$ cat src/rtl/commit_scheduler.sv
// In-order commit stage: retires the ROB head into the register file,
// hands stores to the LSB and turns mispredicted control flow into a flush.
module commit_scheduler #(
    parameter int XLEN           = 32,
    parameter int REG_CNT_WIDTH  = 5,
    parameter int ROB_SIZE_WIDTH = 3
) (
    input  logic                      clk,
    input  logic                      rst_n,
    input  logic                      stall,
    input  logic                      rob_head_valid,
    input  logic [ROB_SIZE_WIDTH-1:0] rob_head_id,
    input  logic [1:0]                rob_head_kind,
    input  logic [REG_CNT_WIDTH-1:0]  rob_head_rd,
    input  logic [XLEN-1:0]           rob_head_val,
    input  logic                      rob_head_mispredict,
    input  logic [XLEN-1:0]           rob_head_target_pc,
    input  logic                      lsb_store_done,
    output logic                      commit_pop,
    output logic                      rf_wr_en,
    output logic [REG_CNT_WIDTH-1:0]  rf_wr_rd,
    output logic [XLEN-1:0]           rf_wr_val,
    output logic [ROB_SIZE_WIDTH-1:0] rf_wr_id,
    output logic                      store_commit_req,
    output logic                      flush,
    output logic [XLEN-1:0]           flush_pc,
    output logic [31:0]               commit_count,
    output logic                      busy
);

    localparam logic [1:0] S_RUN        = 2'd0;
    localparam logic [1:0] S_WAIT_STORE = 2'd1;
    localparam logic [1:0] S_DRAIN      = 2'd2;
    localparam logic [1:0] S_FLUSH      = 2'd3;

    localparam logic [1:0] K_REG    = 2'd0;
    localparam logic [1:0] K_STORE  = 2'd1;
    localparam logic [1:0] K_BRANCH = 2'd2;
    localparam logic [1:0] K_JUMP   = 2'd3;

    logic [1:0]                state_q, state_d;
    logic                      wr_en_q, wr_en_d;
    logic [REG_CNT_WIDTH-1:0]  wr_rd_q, wr_rd_d;
    logic [XLEN-1:0]           wr_val_q, wr_val_d;
    logic [ROB_SIZE_WIDTH-1:0] wr_id_q, wr_id_d;
    logic                      req_q, req_d;
    logic                      flush_q, flush_d;
    logic [XLEN-1:0]           flush_pc_q, flush_pc_d;
    logic [31:0]               count_q, count_d;

    logic is_reg, is_store, is_ctrl, writes_rd;
    logic run_go, accept, store_go, store_done, redirect;

    always_comb begin
        is_reg   = 1'b0;
        is_store = 1'b0;
        is_ctrl  = 1'b0;
        unique case (1'b1)
            rob_head_kind == K_REG:    is_reg   = 1'b1;
            rob_head_kind == K_STORE:  is_store = 1'b1;
            rob_head_kind == K_BRANCH: is_ctrl  = 1'b1;
            rob_head_kind == K_JUMP: begin
                is_reg  = 1'b1;
                is_ctrl = 1'b1;
            end
            default: ;
        endcase
    end

    always_comb begin
        run_go     = (state_q == S_RUN) && rob_head_valid && !stall;
        accept     = run_go && !is_store;
        store_go   = run_go && is_store;
        store_done = (state_q == S_WAIT_STORE) && lsb_store_done;
        redirect   = accept && is_ctrl && rob_head_mispredict;
        writes_rd  = accept && is_reg;
    end

    // Gate with rst_n so the ROB never dequeues while reset is held.
    assign commit_pop = rst_n && (accept || store_done);

    always_comb begin
        state_d    = state_q;
        wr_en_d    = 1'b0;
        wr_rd_d    = wr_rd_q;
        wr_val_d   = wr_val_q;
        wr_id_d    = wr_id_q;
        req_d      = req_q;
        flush_d    = 1'b0;
        flush_pc_d = flush_pc_q;
        count_d    = count_q + {31'd0, commit_pop};
        case (state_q)
            S_RUN: begin
                if (store_go) begin
                    state_d = S_WAIT_STORE;
                    req_d   = 1'b1;
                end
                if (writes_rd) begin
                    wr_en_d  = |rob_head_rd;
                    wr_rd_d  = rob_head_rd;
                    wr_val_d = rob_head_val;
                    wr_id_d  = rob_head_id;
                end
                if (redirect) begin
                    state_d    = S_DRAIN;
                    flush_pc_d = rob_head_target_pc;
                end
            end
            S_WAIT_STORE: begin
                if (lsb_store_done) begin
                    state_d = S_RUN;
                    req_d   = 1'b0;
                end
            end
            // The jump's write lands here, one cycle ahead of the flush.
            S_DRAIN: begin
                state_d = S_FLUSH;
                flush_d = 1'b1;
            end
            S_FLUSH: begin
                state_d = S_RUN;
            end
            default: begin
                state_d = S_RUN;
            end
        endcase
    end

    always_ff @(posedge clk or negedge rst_n) begin
        if (!rst_n) begin
            state_q    <= S_RUN;
            wr_en_q    <= 1'b0;
            wr_rd_q    <= '0;
            wr_val_q   <= '0;
            wr_id_q    <= '0;
            req_q      <= 1'b0;
            flush_q    <= 1'b0;
            flush_pc_q <= '0;
            count_q    <= '0;
        end else begin
            state_q    <= state_d;
            wr_en_q    <= wr_en_d;
            wr_rd_q    <= wr_rd_d;
            wr_val_q   <= wr_val_d;
            wr_id_q    <= wr_id_d;
            req_q      <= req_d;
            flush_q    <= flush_d;
            flush_pc_q <= flush_pc_d;
            count_q    <= count_d;
        end
    end

    assign rf_wr_en         = wr_en_q;
    assign rf_wr_rd         = wr_rd_q;
    assign rf_wr_val        = wr_val_q;
    assign rf_wr_id         = wr_id_q;
    assign store_commit_req = req_q;
    assign flush            = flush_q;
    assign flush_pc         = flush_pc_q;
    assign commit_count     = count_q;
    assign busy             = (state_q != S_RUN);

endmodule

$ cat config.mk
export PLATFORM = sky130hd
export DESIGN_NAME = commit_scheduler
export DESIGN_NICKNAME = d
export VERILOG_FILES = /design/src/rtl/commit_scheduler.sv
export SDC_FILE = /design/constraint.sdc
export NUM_CORES = 1
export LEC_CHECK = 0
export ABC_AREA = 1
export BUFFER_PORTS_ARGS = -buffer_cell sky130_fd_sc_hd__clkbuf_2
export CORE_UTILIZATION = 30
export DETAILED_ROUTE_END_ITERATION = 10
export PLACE_DENSITY = 0.55
export SLEW_MARGIN = 5
export SYNTH_ARGS = -nofsm -noshare
export SYNTH_HDL_FRONTEND = slang
export SYNTH_SLANG_ARGS = --single-unit
$ cat constraint.sdc
create_clock -name clk -period 2.9 [get_ports clk]
set_clock_uncertainty 0.2 [all_clocks]
set_input_delay 0 -clock clk [delete_from_list [all_inputs] [get_ports clk]]
set_output_delay 0 -clock clk [all_outputs]
set_load 0.02 [all_outputs]
---- Yosys cells after proc, flatten, opt, wreduce, memory -nomap -nowiden ----
Index checks and enable logic that the tools add are counted.
operators by class
  reductions and logical operators ........ 23
  add/subtract/negate cells ............... 1
  muxes and demuxes ....................... 13
  eq/ne operators ......................... 9
operator list
  cell                  count
  $add A32 B1 Y32       1
  $logic_and A1 B1 Y1   9
  $eq A2 B2 Y1 const B  4
  $mux W1               8
  $pmux W2 S4           1
  $mux W2               3
  $reduce_and A2 Y1     3
  $reduce_or A5 Y1      1
  $eq A2 B1 Y1 const B  2
  $logic_not A2 Y1      2
  $ne A2 B2 Y1 const B  2
  $reduce_bool A2 Y1    2
  $reduce_or A2 Y1      2
  $ne A3 B3 Y1 const B  1
  $reduce_and A3 Y1     1
  $logic_not A1 Y1      2
  $pmux W1 S2           1
  $logic_or A1 B1 Y1    1
storage, ports and cells
  output and inout port bits .............. 109
  input bits .............................. 80
  register bits after elaboration ......... 109

---- Logic depth before layout (Yosys ltp) ----
  word-level depth ........................ 8
  gate-level depth with buffers ........... 15

---- Worst setup path before layout ----
No wires, ideal clock.
  path type ............................... register to register
  from .................................... register state_q[0]
  to ...................................... register count_q[18], in the netlist commit_count[18]
  required time ........................... 2.577 ns
  data arrival time ....................... 2.673 ns
  library setup time ...................... 0.123 ns
  period minus slack after synthesis ...... 2.996 ns
  path slack .............................. -0.096 ns
  stages on the path, launching flop included .. 14
  path through ............................ dfrtp_1 -> nor2_2 -> inv_2 -> nor2_4 -> nand2_4 -> clkbuf_1 -> a21boi_0 -> ha_1 -> ha_1 -> inv_1 -> nor2_1 -> nand3b_1 -> o21ai_0 -> nand2_1
between the ends
  cells in the longest elaborated chain, start to end .. 7
  elaborated cells on any way between the ends .. 9
ends and longest elaborated chain
  item                              line  text
  from (decl)                       41    logic [1:0] state_q, state_d;
  from (signal assigned)            141   state_q <= state_d;
  $logic_not A2 Y1                  71    run_go = (state_q == S_RUN) && rob_head_valid && !stall;
  $logic_and A1 B1 Y1 (2 in a row)  71
  $logic_and A1 B1 Y1               72    accept = run_go && !is_store;
  $logic_or A1 B1 Y1 (*)            80    assign commit_pop = rst_n && (accept || store_done);
  $logic_and A1 B1 Y1 (*)           80
  net commit_pop                    19    output logic commit_pop,
  $add A32 B1 Y32 (*)               91    count_d = count_q + {31'd0, commit_pop};
  net count_d[18]                   49    logic [31:0] count_q, count_d;
  to (signal assigned)              149   count_q <= count_d;
  to (decl)                         49
The timed path passes the listed nets; every way through them passes the cells marked *.
A chain may end at the register's enable or synchronous reset.

---- Worst setup path in the final report ----
  from .................................... register state_q[0]
  to ...................................... register count_q[16], in the netlist commit_count[16]
between the ends
  cells in the longest elaborated chain, start to end .. 7
  elaborated cells on any way between the ends .. 9
ends and longest elaborated chain
  item                              line
  $logic_not A2 Y1                  71
  $logic_and A1 B1 Y1 (2 in a row)  71
  $logic_and A1 B1 Y1               72
  $logic_or A1 B1 Y1 (*)            80
  $logic_and A1 B1 Y1 (*)           80
  $add A32 B1 Y32 (*)               91
  net count_d[16]                   49
Marks and branches as above.

==> impl_metrics.toml <==
[worst_hold_path]
holdPathStages = 4
hold_class = "input port to register"
hold_start = "rob_head_kind[0]"
hold_path_end = "store_commit_req"

[placed_design]
io_buffers = 188
globalplace.congestion = 0.8234
hpwl_um = 9640

[sta]
slew_viol_final = 0
clock.fmax_mhz = 410.7
period_needed_ns = 2.435
timing_hold_violations_final = 0
rsz0062_at_grt = "no"
tightestPinTransition_ns = 0.9869
setup_viol = 0
post-route-period-util = 0.8396
tns_ns = 0
slew_headroom = 0.3421

[drt]
first_pass_iters = 4
first_iter_violations = 190
post_drt_wl_per_cell_um = 13.26
vias_per_cell = 4.372
vias = 4661
met1_length_um = 6484
drt_drc_violations_left = 0
wl_met2_um = 6463
met3_length_um = 705
route.top_layer_used = "met4"
drt_wl_total_um = 14130
ant_nets = 0

[floorplanning]
die_w_um = 129.2
initial_core_util = 0.3069
die-area_um2 = 16700
io_pins = 189
die_y_um = 129.2
core_area_um2 = 15830
placementRows = 46

[worst_setup_path]
path_buf_inv = 2
crit_slowest_cell = "dfrtp_1"
r2r_start = "state_q[0]"
rrSetupSlack_ns = 0.47
startpoint = "state_q[0]"
crit_type = "register to register"
crit_chain = "nor2_2 -> inv_2 -> nor2_4 -> nand2_4 -> a21boi_1 -> ha_1 -> ha_1 -> inv_1 -> nor2_1 -> nand2_1 -> nor2_1 -> xor2_1"
reg2regPathDepth = 12
endpoint_kind = "register"
path_depth = 12
worstPathRequired_ns = 2.97
path_max_fanout = 5
crit_path_start_kind = "register"
worstPathArrival_ns = 2.51
critPathMaxStageDelay_ns = 0.42
r2r-end = "commit_count[16]"
cp_top_family = "simple AND/OR/NAND/NOR gates"

[synth]
syn-num-nets = 669
ys.flop_type = "dfrtp_1"
ys_ff_latch = 109
synth_edf_count = 0
synth_area_per_cell_um2 = 8.317
yosys.cell_types.count = 24
ys_seq_area_frac = 0.5616
netlist.top_cell.by_area = "dfrtp_1"
postSynth.asyncResetShare = 1.000
syn-cell-area_um2 = 4857
syn-instance-count = 584
synth_top_area_share = 0.5616
ys_warn_count = 0
yosys-top-cells-area = "dfrtp_1 (56%), nand2_1 (19%), nand3_1 (4.9%)"

[cells_and_area]
final_util = 0.4459
n_antenna_cell = 0
nFillCells = 1579
final_cell_mix = "nand2_1 (246), clkbuf_2 (187), dfrtp_1 (109)"
fin_nets = 930
layout_commonest_cell = "nand2_1"
drive_gt1_frac = 0.2600
syn_to_final_growth_pct = 45.29

[clocking]
clk_latency_ns = 0.35
path_clk_slew_ns = 0.07
cts-buffers-inserted = 9
cts_setup_buffers = 0
cts_tree = "yes"
htree_levels = 3
clockBufferDepth = 2
cts_root_buf = "clkbuf_16"
clock-sinks = 109

[global_route]
overflow = 0
grt_pass1_wl_um = 22680
antenna_found_initial = 0
grt_pass1_vias = 4561
grt_max_degree = 77
grt_usage = 0.1768

[power]
vdd_drop_max_v = 0.0004293
pwr-share-clk = 0.217
p_int_w = 0.003474
power_density_nw_per_um2 = 819.9
p_sw_frac = 0.3996
p_leak_nw = 3.693
power_switching_w = 0.002312
p_comb_frac = 0.370
p_seq_frac = 0.413

[status]
outcome = "finished, final reports clean"

[job]
cap_violations = 0
[area by class of cell]
| type | instances | area (um2) | share of cell area |
|---|---|---|---|
| inverters | 29 | 108.9 | 0.01543 |
| flip-flops and latches | 109 | 2728 | 0.3865 |
| clock inverters | 6 | 62.56 | 0.008865 |
| repair buffers | 271 | 1757 | 0.2489 |
| well taps | 216 | 270.3 | 0.03830 |
| multi-input cells | 425 | 1892 | 0.2681 |
| clock buffers | 10 | 239.0 | 0.03387 |
[kinds of logic (layout without fill, tap and decap cells)]
family / Yosys count / count (layout) / share of synthesized area
buffers and inverters: 50 / 316 / 0.04894
AO/OA/AOI/OAI: 46 / 46 / 0.04894
XOR/XNOR: 15 / 15 / 0.02705
flip-flops: 109 / 109 / 0.5616
adder cells (fa/ha/maj): 5 / 5 / 0.01288
AND/OR/NAND/NOR: 359 / 359 / 0.3006
[flip-flops by register name (all words and copies together) (netlist names)]
name	cells
commit_count	32
flush_pc	32
rf_wr_val	32
rf_wr_rd	5
rf_wr_id	3
state_q	2
flush	1
rf_wr_en	1
store_commit_req	1
[through the flow]
stage	worst slack, ns	cells	total power [W]	cell area (um2)	hold slack, ns
5_1_grt	0.2251	1066	0.006161	7057	0.05464
4_1_cts	0.4306	1066	0.005862	7057	0.003694
3_3_place_gp	0.4685	974	0.004479	5995	-0.1095
6_report	0.4652	1066	0.005786	7057	0.01726
2_1_floorplan	0.1176	584	0.003623	4857	-0.4956
3_5_place_dp	0.4509	974	0.004492	5995	-0.1113
[power groups by stage]
stage	combinational [W]	sequential, W	clock, W
floorplan	0.000550	0.00307	0
global placement	0.00207	0.00241	0
detailed placement	0.00209	0.00240	0
CTS	0.00216	0.00239	0.00131
global route	0.00234	0.00247	0.00136
finish	0.00214	0.00239	0.00125
[routing by layer]
metal  vias to the layer above  GRT usage
li1                       2351          -
met1                      2144     0.2338
met2                       137     0.2802
met3                        29    0.03014
met4                         0    0.08858
met5                         -          0
[Yosys cell counts, drive strengths merged, types with 2 or more instances]
library cell and n:
o21ai 43, nand3b 2, inv 29, xor2 8, ha 5, dfrtp 109, nor3 2, xnor2 7
nand2 248, nand3 48, buf 12, clkbuf 9, nor2 59
[how the worst max path moves through the flow]
| stage | end | slack (ns) |
|---|---|---|
| 4_1_cts | commit_count[16] | 0.43 |
| 5_1_grt | commit_count[18] | 0.23 |
| 2_1_floorplan | commit_count[18] | 0.12 |
| 6_report | commit_count[16] | 0.47 |
| 3_3_place_gp | commit_count[18] | 0.47 |
| 3_5_place_dp | commit_count[16] | 0.45 |
[worst register-to-register path, stage by stage, from the launching register on]
cell,delay (ns)
dfrtp_1,0.42
nor2_2,0.15
inv_2,0.07
nor2_4,0.10
nand2_4,0.05
a21boi_1,0.19
ha_1,0.23
ha_1,0.23
inv_1,0.08
nor2_1,0.21
nand2_1,0.15
nor2_1,0.15
xor2_1,0.15
[what timing repair did]
action | CTS | global route
hold buffers | 76 | 0
endpoints found under the hold margin | 109 | 0
resized for setup | 0 | 0
(Power assumes the default switching activity.)
